`config.mk`:
```
export PLATFORM = sky130hd
export DESIGN_NAME = mem_port_arbiter
export DESIGN_NICKNAME = d
export VERILOG_FILES = /design/src/rtl/mem_port_arbiter.sv
export SDC_FILE = /design/constraint.sdc
export NUM_CORES = 1
export LEC_CHECK = 0
export CORE_MARGIN = 8
export CORE_UTILIZATION = 42
export CTS_CLUSTER_DIAMETER = 80
export DETAILED_ROUTE_END_ITERATION = 8
export PLACE_DENSITY = 0.82
export SKIP_CTS_REPAIR_TIMING = 1
export SLEW_MARGIN = 10
export SYNTH_ARGS = -nofsm -noshare
export SYNTH_HDL_FRONTEND = slang
export SYNTH_SLANG_ARGS = --single-unit
```
`constraint.sdc`:
```
create_clock -name CLK -period 2.3 [get_ports CLK]
set_input_delay 0.345 -clock CLK [delete_from_list [all_inputs] [get_ports CLK]]
set_output_delay 0.345 -clock CLK [all_outputs]
set_load 0.05 [all_outputs]
```
`src/rtl/mem_port_arbiter.sv`:
```
// mem_port_arbiter: round-robin share of one memory port between fetch and load/store, with timeout abort
module mem_port_arbiter #(
    parameter int ADDR_W  = 32,
    parameter int DATA_W  = 32,
    parameter int TIMEOUT = 16
) (
    input  logic                CLK,
    input  logic                RSTN,
    input  logic                IF_REQ,
    input  logic [ADDR_W-1:0]   IF_ADDR,
    output logic [DATA_W-1:0]   IF_RDATA,
    output logic                IF_ACK,
    output logic                IF_ERR,
    input  logic                D_REQ,
    input  logic                D_WE,
    input  logic [ADDR_W-1:0]   D_ADDR,
    input  logic [DATA_W-1:0]   D_WDATA,
    input  logic [DATA_W/8-1:0] D_WSTRB,
    output logic [DATA_W-1:0]   D_RDATA,
    output logic                D_ACK,
    output logic                D_ERR,
    output logic                M_REQ,
    output logic                M_WE,
    output logic [ADDR_W-1:0]   M_ADDR,
    output logic [DATA_W-1:0]   M_WDATA,
    output logic [DATA_W/8-1:0] M_WSTRB,
    input  logic                M_ACK,
    input  logic [DATA_W-1:0]   M_RDATA
);
    localparam int CW = TIMEOUT > 1 ? $clog2(TIMEOUT) : 1;
    typedef enum logic [1:0] {IDLE, BUSY, DONE} state_t;
    state_t state, state_nxt;
    logic owner_d, last_d, err, pick_d, grant, tmo;
    logic [CW-1:0] cnt;
    logic [DATA_W-1:0] rd;
    assign grant  = IF_REQ || D_REQ;
    assign pick_d = D_REQ && (!IF_REQ || !last_d);
    assign tmo    = (TIMEOUT != 0) && (cnt == CW'(TIMEOUT - 1));
    assign rd     = (M_ACK && !M_WE) ? M_RDATA : '0;
    always_ff @(posedge CLK or negedge RSTN) begin
        if (!RSTN) state <= IDLE;
        else state <= state_nxt;
    end
    always_comb begin
        state_nxt = state == IDLE ? (grant ? BUSY : IDLE)
                  : state == BUSY ? ((M_ACK || tmo) ? DONE : BUSY)
                  : IDLE;
    end
    always_comb begin
        M_REQ  = state == BUSY;
        IF_ACK = state == DONE && !owner_d;
        D_ACK  = state == DONE && owner_d;
        IF_ERR = IF_ACK && err;
        D_ERR  = D_ACK && err;
    end
    // command is latched at grant so requester-side changes while owned are ignored
    always_ff @(posedge CLK or negedge RSTN) begin
        if (!RSTN) begin
            owner_d  <= 1'b0;
            last_d   <= 1'b1;
            err      <= 1'b0;
            cnt      <= '0;
            M_WE     <= 1'b0;
            M_ADDR   <= '0;
            M_WDATA  <= '0;
            M_WSTRB  <= '0;
            IF_RDATA <= '0;
            D_RDATA  <= '0;
        end else if (state == IDLE && grant) begin
            owner_d <= pick_d;
            last_d  <= pick_d;
            cnt     <= '0;
            M_WE    <= pick_d && D_WE;
            M_ADDR  <= pick_d ? D_ADDR : IF_ADDR;
            M_WDATA <= pick_d ? D_WDATA : '0;
            M_WSTRB <= pick_d ? D_WSTRB : '0;
        end else if (state == BUSY) begin
            if (M_ACK || tmo) begin
                err <= !M_ACK;
                if (owner_d) D_RDATA <= rd;
                else IF_RDATA <= rd;
            end else begin
                cnt <= cnt + 1'b1;
            end
        end
    end
endmodule

```
# Yosys cells after proc, flatten, opt, wreduce, memory -nomap -nowiden
# Index checks and enable logic that the tools add are counted.
op_classes:
  eq_ne: 4
  n_bitwise: 2
  muxes: 11
  addsub: 1
  n_reduce_logical: 22
ops:
  columns: ["cell", "n"]
  rows:
  - ["$mux W32", 3]
  - ["$mux W4", 4]
  - ["$logic_and A1 B1 Y1", 8]
  - ["$reduce_and A4 Y1", 2]
  - ["$mux W2", 3]
  - ["$logic_not A1 Y1", 5]
  - ["$add A4 B1 Y4 const B", 1]
  - ["$eq A4 B4 Y1 const B", 1]
  - ["$logic_or A1 B1 Y1", 3]
  - ["$reduce_and A3 Y1", 1]
  - ["$eq A2 B1 Y1 const B", 1]
  - ["$eq A2 B2 Y1 const B", 1]
  - ["$logic_not A2 Y1", 1]
  - ["$ne A2 B1 Y1 const B", 1]
  - ["$not A1 Y1", 2]
  - ["$reduce_and A2 Y1", 1]
  - ["$reduce_bool A2 Y1", 1]
  - ["$mux W1", 1]
totals:
  elab_cells: 51
  register_bits: 142
  output_inout_bits: 138
  in_bits: 138

# Logic depth before layout (Yosys ltp)
# Gate-level depths: netlist of run 1.
depth:
  word_depth: 5
  depth_mapped: 5
  mapped_depth_nobuf: 4

# Worst setup path before layout of run 1
# No wires, ideal clock.
synth_path:
  path_kind: "register -> register"
  start: "register M_WE"
  end: "register IF_RDATA[2]"
  path_buffers: 2
  path_slack_ps: 588
  setup_ps: 128
  stages_incl_launch_ff: 6
  required_time_ps: 2172
  synth_period_minus_slack_ps: 1712
  t_arrival_ps: 1585
  path_cell_list: "dfrtp_1 nand2b_1 buf_2 clkbuf_1 a211oi_1 mux2_1"
synth_between:
  elab_chain_cells: 3
synth_lines:
  columns: ["item", "line_no", "text"]
  rows:
  - ["start: declaration", "23", "output logic M_WE,"]
  - ["start signal: assignment", "73", "M_WE <= pick_d && D_WE;"]
  - ["$logic_not A1 Y1", "39", "assign rd = (M_ACK && !M_WE) ? M_RDATA : '0;"]
  - ["$logic_and A1 B1 Y1", "39", null]
  - ["$mux W32", "39", null]
  - ["end signal: assignment", "81", "else IF_RDATA <= rd;"]
  - ["end: declaration", "11", "output logic [DATA_W-1:0] IF_RDATA,"]
# Every way passes these cells.
# A chain may end at the register's enable or synchronous reset.

# Final worst setup path of run 1
layout_path:
  start: "register M_WE"
  end: "output M_WE"
# No word-level cell between the ends.

==> results.md, run 1 <==
* Syn nets at 628
* Clock power share at 16.4%
* LEAKAGE at 4.35 nW
* Final slew viol count at 0
* Fin crit share at 86.6%
* Critical path fanouts, max at 3
* Max H-tree Level at 4
* Crit Path Class: reg2out
* Initial DRC Count at 347
* Minimum clock period at 1990 ps
* Clock Path Buffers at 2
* Pre-Repair DR Iteration Count at 5
* DP Area at 9220 um^2
* CP cell instances: clkdlybuf4s50_1
* GR Util All Layers at 19.8%
* Post-synthesis cell count at 489
* Die Ht at 138 um
* Slowest-stage cell, CP: clkdlybuf4s50_1
* Worst skew pair latency at 410 ps
* First-pass GRT wire length at 30500 um
* Power Internal at 0.00879 W
* Routed via count at 5069
* Logic gate share of total power at 56.8%
* Diode count at 0
* Routed vias/inst at 5.34
* Placer Congestion at 0.845
* Die area at 19200 um^2
* Final net count at 893
* Fillers at 1037
* Top-area cell type share of the netlist area at 56.0%
* PwrDens at 1670 nW/um^2
* CP startpoint kind: flip-flop
* IO buf count at 275
* Worst-margin pin slew at 735 ps
* Site row count at 44
* Worst path top cell family by delay: buffers and inverters
* Share of layout cells above drive strength 1 at 15.8%
* Vias in the first global route at 5411
* Status: complete, no violations
* Starting Density at 43.2%
* CTS Buf Count at 17
* Final setup violating endpoints at 0
* Yosys cell types at 41
* Clk root buf: clkbuf_16
* WL/cell at 20.2 um
* Synth area leader: dfrtp_1
* CP arrival at 1650 ps
* Top cells by area, synth: dfrtp_1 (56%), mux2_4 (7.1%), mux2_2 (5.7%), a22o_1 (5.3%), a221o_1 (5.1%)
* Crit path buf inv count at 1
* IO Pins at 276
* Hold WC Path Type: in2async
* Mapped Area at 6300 um^2
* FF+latch count, synth at 142
* Max Clk Rate at 502 MHz
* CP required at 1960 ps
* Commonest cells after routing, fill and taps aside: clkdlybuf4s50_1 (269), dfrtp_1 (141), a22o_1 (38)
* CTS tree: done
* Psw at 0.00752 W
* Seq/Total Area, Yosys at 56.4%
* Most common cell after layout, fill and taps aside: clkdlybuf4s50_1
* Setup TNS at 0 ps
* Slowest cell delay on critical path at 850 ps
* Post-Route WL at 19200 um
* Max cap viols at 0
* Largest net degree at the start of global routing at 143
* Congestion Overflow GR at 0
* Synth Warn # at 0
* Flop pwr share at 26.9%
* Switching Share at 46.1%
* Post-route design area at 9800 um^2
* RSZ-0062 raised after global routing: no
* Crit. path cell count at 1
* VDD IR max at 1100 uV
* Headroom to the max-slew limit at 51.0%
* Reg clk slew, reported paths at 60 ps
* Hold slack at 46.4 ps
* Die W at 138 um
* Clock Skew at 6.69 ps
* CP Capture Type: primary output
* Area growth, synth to finish at 55.4%
* Core ar. at 14600 um^2
* Post-DP HPWL at 14000 um
* Syn_area_per_cell at 12.9 um^2
* Sink Count at 142
* Worst Reg-to-Reg Cells at 4
* Post-route DRC at 0
* Final Hold Vio Count at 0
* Initial antenna violation count at 0
* Final ANT Viol Nets at 0
## power groups by stage
stage	combinational, W	sequential (W)	clock (W)
2_1_floorplan	0.00243	0.00800	0
3_3_place_gp	0.00916	0.00435	0
3_5_place_dp	0.00934	0.00438	0
4_1_cts	0.00934	0.00438	0.00273
5_1_grt	0.00965	0.00452	0.00284
6_report	0.00926	0.00438	0.00267
## metal layers
| metal | global-route usage, % | up-vias | wire length (um) |
|---|---|---|---|
| met5 | 0 | - | 0 |
| li1 | - | 2320 | - |
| met3 | 6.40 | 17 | 1400 |
| met1 | 24.3 | 2503 | 8190 |
| met2 | 32.0 | 229 | 9360 |
| met4 | 6.69 | 0 | 256 |
## cell families (layout without fill, tap and decap cells)
logic type / Yosys count / count (layout) / share of synthesized area (%)
flops: 142 / 142 / 56.4
compound gates: 141 / 141 / 19.0
buf+inv: 77 / 354 / 5.90
mux: 66 / 66 / 13.5
simple gates: 62 / 62 / 4.96
fa+ha+maj: 1 / 1 / 0.198
## synth_stat cells
| library cell | number |
|---|---|
| dfrtp_1 | 141 |
| a22o_1 | 38 |
| nor2_1 | 36 |
| inv_1 | 34 |
| a211oi_1 | 32 |
| a21boi_0 | 32 |
| a221o_1 | 32 |
| mux2_2 | 32 |
| mux2_4 | 30 |
| buf_2 | 18 |
| clkbuf_1 | 11 |
| buf_6 | 6 |
| and3_1 | 4 |
| buf_1 | 4 |
| buf_4 | 4 |
| nand2_1 | 4 |
| nand3_1 | 3 |
| mux2_1 | 2 |
| mux2i_1 | 2 |
| nand2b_1 | 2 |
| nor2b_1 | 2 |
| a21o_1 | 1 |
| a21oi_1 | 1 |
| a2bb2oi_1 | 1 |
| a31o_2 | 1 |
| a31oi_4 | 1 |
| and2_1 | 1 |
| dfstp_2 | 1 |
| ha_1 | 1 |
| nand2b_2 | 1 |
| nand4_1 | 1 |
| nor2_2 | 1 |
| nor3_4 | 1 |
| nor3b_1 | 1 |
| nor3b_4 | 1 |
| o211ai_1 | 1 |
| o21ai_0 | 1 |
| or2_1 | 1 |
| or2_2 | 1 |
| or3_1 | 1 |
| or3b_1 | 1 |
## stage by stage
stage	total power, W	std cells	setup slack (ps)	util, %
floorplan	0.0104	489	588	-
global placement	0.0135	919	114	63.2
detailed placement	0.0137	919	30.5	63.2
CTS	0.0165	950	268	67.1
global route	0.0170	950	169	67.1
finish	0.0163	950	307	67.1
## final cells by class
cell class / count / area [um^2] / area share (%)
clock buffers: 24 / 492 / 5.02
well taps: 184 / 230 / 2.35
multi-input cells: 270 / 2380 / 24.3
repair buffers: 289 / 2920 / 29.8
inverters: 34 / 128 / 1.30
flip-flops and latches: 142 / 3550 / 36.3
clock inverters: 7 / 85.1 / 0.869
## sequential cells by signal, summed over array words and instances (netlist names)
register	flops
IF_RDATA	32
M_ADDR	32
last_d	1
M_WSTRB	4
owner_d	1
D_RDATA	32
state	2
cnt	4
err	1
M_WE	1
M_WDATA	32
## worst paths after layout
check | slack (ps) | end | from
hold / removal | 50 | IF_RDATA[21] | RSTN
hold reg to reg | 490 | IF_RDATA[1] | IF_RDATA[1]
max in group asynchronous | 1730 | M_WDATA[28] | RSTN
min in group CLK | 490 | IF_RDATA[1] | IF_RDATA[1]
setup reg to reg | 310 | M_WDATA[18] | state[1]
setup / recovery | 310 | M_WE | M_WE
Power figures use the tool's default switching activity.
==> run 2: changes to the inputs <==
==> constraint.sdc (replaced) <==
create_clock -name CLK -period 1.89 [get_ports CLK]
set_input_delay 0.2835 -clock CLK [delete_from_list [all_inputs] [get_ports CLK]]
set_output_delay 0.2835 -clock CLK [all_outputs]
set_load 0.05 [all_outputs]
==> run 2 against run 1 <==
Against the previous run:
- flip-flop and latch count is the same
- via count grew 2.5%
- register-to-register slack lost 180 ps
- critical path depth is the same
- highest routed layer unchanged
- utilization grew 3.5 points
- largest cell class unchanged
- clock-buffer cell count is the same
- combinational power grew 23%
- non-clock buffer count grew 3
==> results.md, run 2 (same netlist as run 1, synthesis figures left out) <==
* WL/cell at 21.7 um (+7.4%)
* Routed via count at 5195 (+2.5%)
* Die Ht at 138 um (unchanged)
* Area growth, synth to finish at 63.5%
* Crit path buf inv count at 1 (unchanged)
* Commonest cells after routing, fill and taps aside: dfrtp_1 (140), clkdlybuf4s50_1 (138), dlymetal6s2s_1 (127)
* Diode count at 0 (unchanged)
* CTS Buf Count at 17 (unchanged)
* R2R setup slack at 130 ps (-180 ps)
* CP cell instances: clkdlybuf4s50_1
* VDD IR max at 1040 uV (-5.9%)
* Crit Reg-Reg Startpoint: cnt[0]
* First-pass GRT wire length at 31700 um (+3.6%)
* IO buf count at 275 (unchanged)
* Initial antenna violation count at 0 (unchanged)
* Site row count at 44 (unchanged)
* Final net count at 896 (+0.34%)
* Clock Skew at 5.87 ps (-0.817 ps)
* Worst Reg-to-Reg Cells at 5 (+1)
* Placer Congestion at 0.836 (-1.1%)
* Share of layout cells above drive strength 1 at 17.3% (+1.5 points)
* Pre-Repair DR Iteration Count at 4 (-1)
* Headroom to the max-slew limit at 62.3% (+11 points)
* CP arrival at 1570 ps (-80 ps)
* Starting Density at 43.2% (unchanged)
* Max H-tree Level at 4 (unchanged)
* Clk root buf: clkbuf_16
* Post-route insts no fill at 954 (+0.42%)
* Flop pwr share at 26.5% (-0.4 points)
* Clock Path Buffers at 2 (unchanged)
* Cells after DPL at 921 (+0.22%)
* Slowest cell delay on critical path at 810 ps (-40 ps)
* Logic gate share of total power at 56.4% (-0.4 points)
* Power Internal at 0.0108 W (+23%)
* Core ar. at 14600 um^2 (unchanged)
* Hold WC Path Type: in2async
* Final Hold Vio Count at 0 (unchanged)
* Max Clk Rate at 539 MHz
* CP Capture Type: primary output
* Max cap viols at 0 (unchanged)
* Reg clk slew, reported paths at 60 ps (about the same)
* Clock power share at 17.0% (+0.6 points)
* CP startpoint kind: flip-flop
* Psw at 0.00931 W (+24%)
* Routed vias/inst at 5.45 (+2.1%)
* Sink Count at 142 (unchanged)
* PwrDens at 1950 nW/um^2 (+17%)
* Post-DP HPWL at 14700 um (+5.1%)
* Worst path top cell family by delay: buffers and inverters
* Critical path fanouts, max at 2 (-1)
* Most common cell after layout, fill and taps aside: dfrtp_1
* R2r endpoint: D_RDATA[16]
* Vias in the first global route at 5625 (+4.0%)
* Post-route DRC at 0 (unchanged)
* Worst skew pair latency at 420 ps (about the same)
* Slowest-stage cell, CP: clkdlybuf4s50_1
* CTS tree: done
* GR Util All Layers at 20.7% (+0.91 points)
* Largest net degree at the start of global routing at 69 (-52%)
* CP required at 1610 ps (-350 ps)
* Fin crit share at 98.1%
* Minimum clock period at 1850 ps
* Switching Share at 46.3% (+0.22 points)
* IO Pins at 276 (unchanged)
* Worst-margin pin slew at 564 ps (-171 ps)
* Die W at 138 um (unchanged)
* Final setup violating endpoints at 0 (unchanged)
* Initial DRC Count at 286 (-18%)
* Final ANT Viol Nets at 0 (unchanged)
* Crit Path Class: reg2out
* Post-Route WL at 20700 um (+7.9%)
* Congestion Overflow GR at 0 (unchanged)
* Final slew viol count at 0 (unchanged)
* RSZ-0062 raised after global routing: no
* Die area at 19200 um^2 (unchanged)
* Post-layout util at 70.6% (+3.5 points)
* Status: complete, no violations
* LEAKAGE at 6.25 nW (+44%)
-- run 2: changes by cell type in the layout (fill, tap and decap cells not counted), moves of 3 or more --
cell | previous run | this run
buf_4 | 13 | 9
clkdlybuf4s50_1 | 269 | 138
clkinv_2 | 5 | 2
buf_12 | 6 | 16
dlymetal6s2s_1 | 0 | 127
-- run 2: worst max path at each step --
stage            startpoint            to  slack, ps  depth (start not counted)
6_report         M_ADDR[31]    M_ADDR[31]         40                          1
2_1_floorplan          M_WE   IF_RDATA[2]        180                          5
4_1_cts        IF_RDATA[25]  IF_RDATA[25]        -80                          1
3_3_place_gp         IF_REQ    M_WDATA[3]        -50                          5
3_5_place_dp         IF_REQ   M_WDATA[21]       -100                          5
5_1_grt          M_ADDR[13]    M_ADDR[13]          4                          1
-- run 2: area by class of cell --
cell class	count	area, um^2
Sequential cell	142	3560
Inverter	34	128
Multi-Input combinational cell	270	2390
Clock buffer	24	512
Clock inverter	8	103
Fill cell	951	4290
Timing Repair Buffer	292	3380
Tap cell	184	230
-- run 2: through the flow --
stage	area (um^2)	hold slack [ps]	TNS (ps)	worst slack (ps)	total power, W
3_3_place_gp	9350	235	-1870	-52.2	0.0166
2_1_floorplan	6300	-12.1	0	178	0.0127
3_5_place_dp	9350	244	-3120	-102	0.0169
6_report	10300	361	0	36.2	0.0201
5_1_grt	10300	391	0	3.96	0.0209
4_1_cts	9960	-210	-1580	-77.8	0.0204
-- run 2: power by group through the flow --
| stage | clock network (W) | logic, W | registers (W) |
|---|---|---|---|
| 6_report | 0.00343 | 0.0114 | 0.00533 |
| 2_1_floorplan | 0 | 0.00296 | 0.00973 |
| 3_5_place_dp | 0 | 0.0115 | 0.00536 |
| 5_1_grt | 0.00364 | 0.0118 | 0.00549 |
| 3_3_place_gp | 0 | 0.0113 | 0.00531 |
| 4_1_cts | 0.00350 | 0.0115 | 0.00537 |
-- run 2: routing by layer --
metal | vias up | global-route usage, % | part of all wire, %
li1 | 2324 | - | -
met1 | 2592 | 24.2 | 40
met2 | 238 | 33.7 | 49
met3 | 41 | 6.99 | 7.2
met4 | 0 | 9.32 | 3.2
met5 | - | 0 | 0
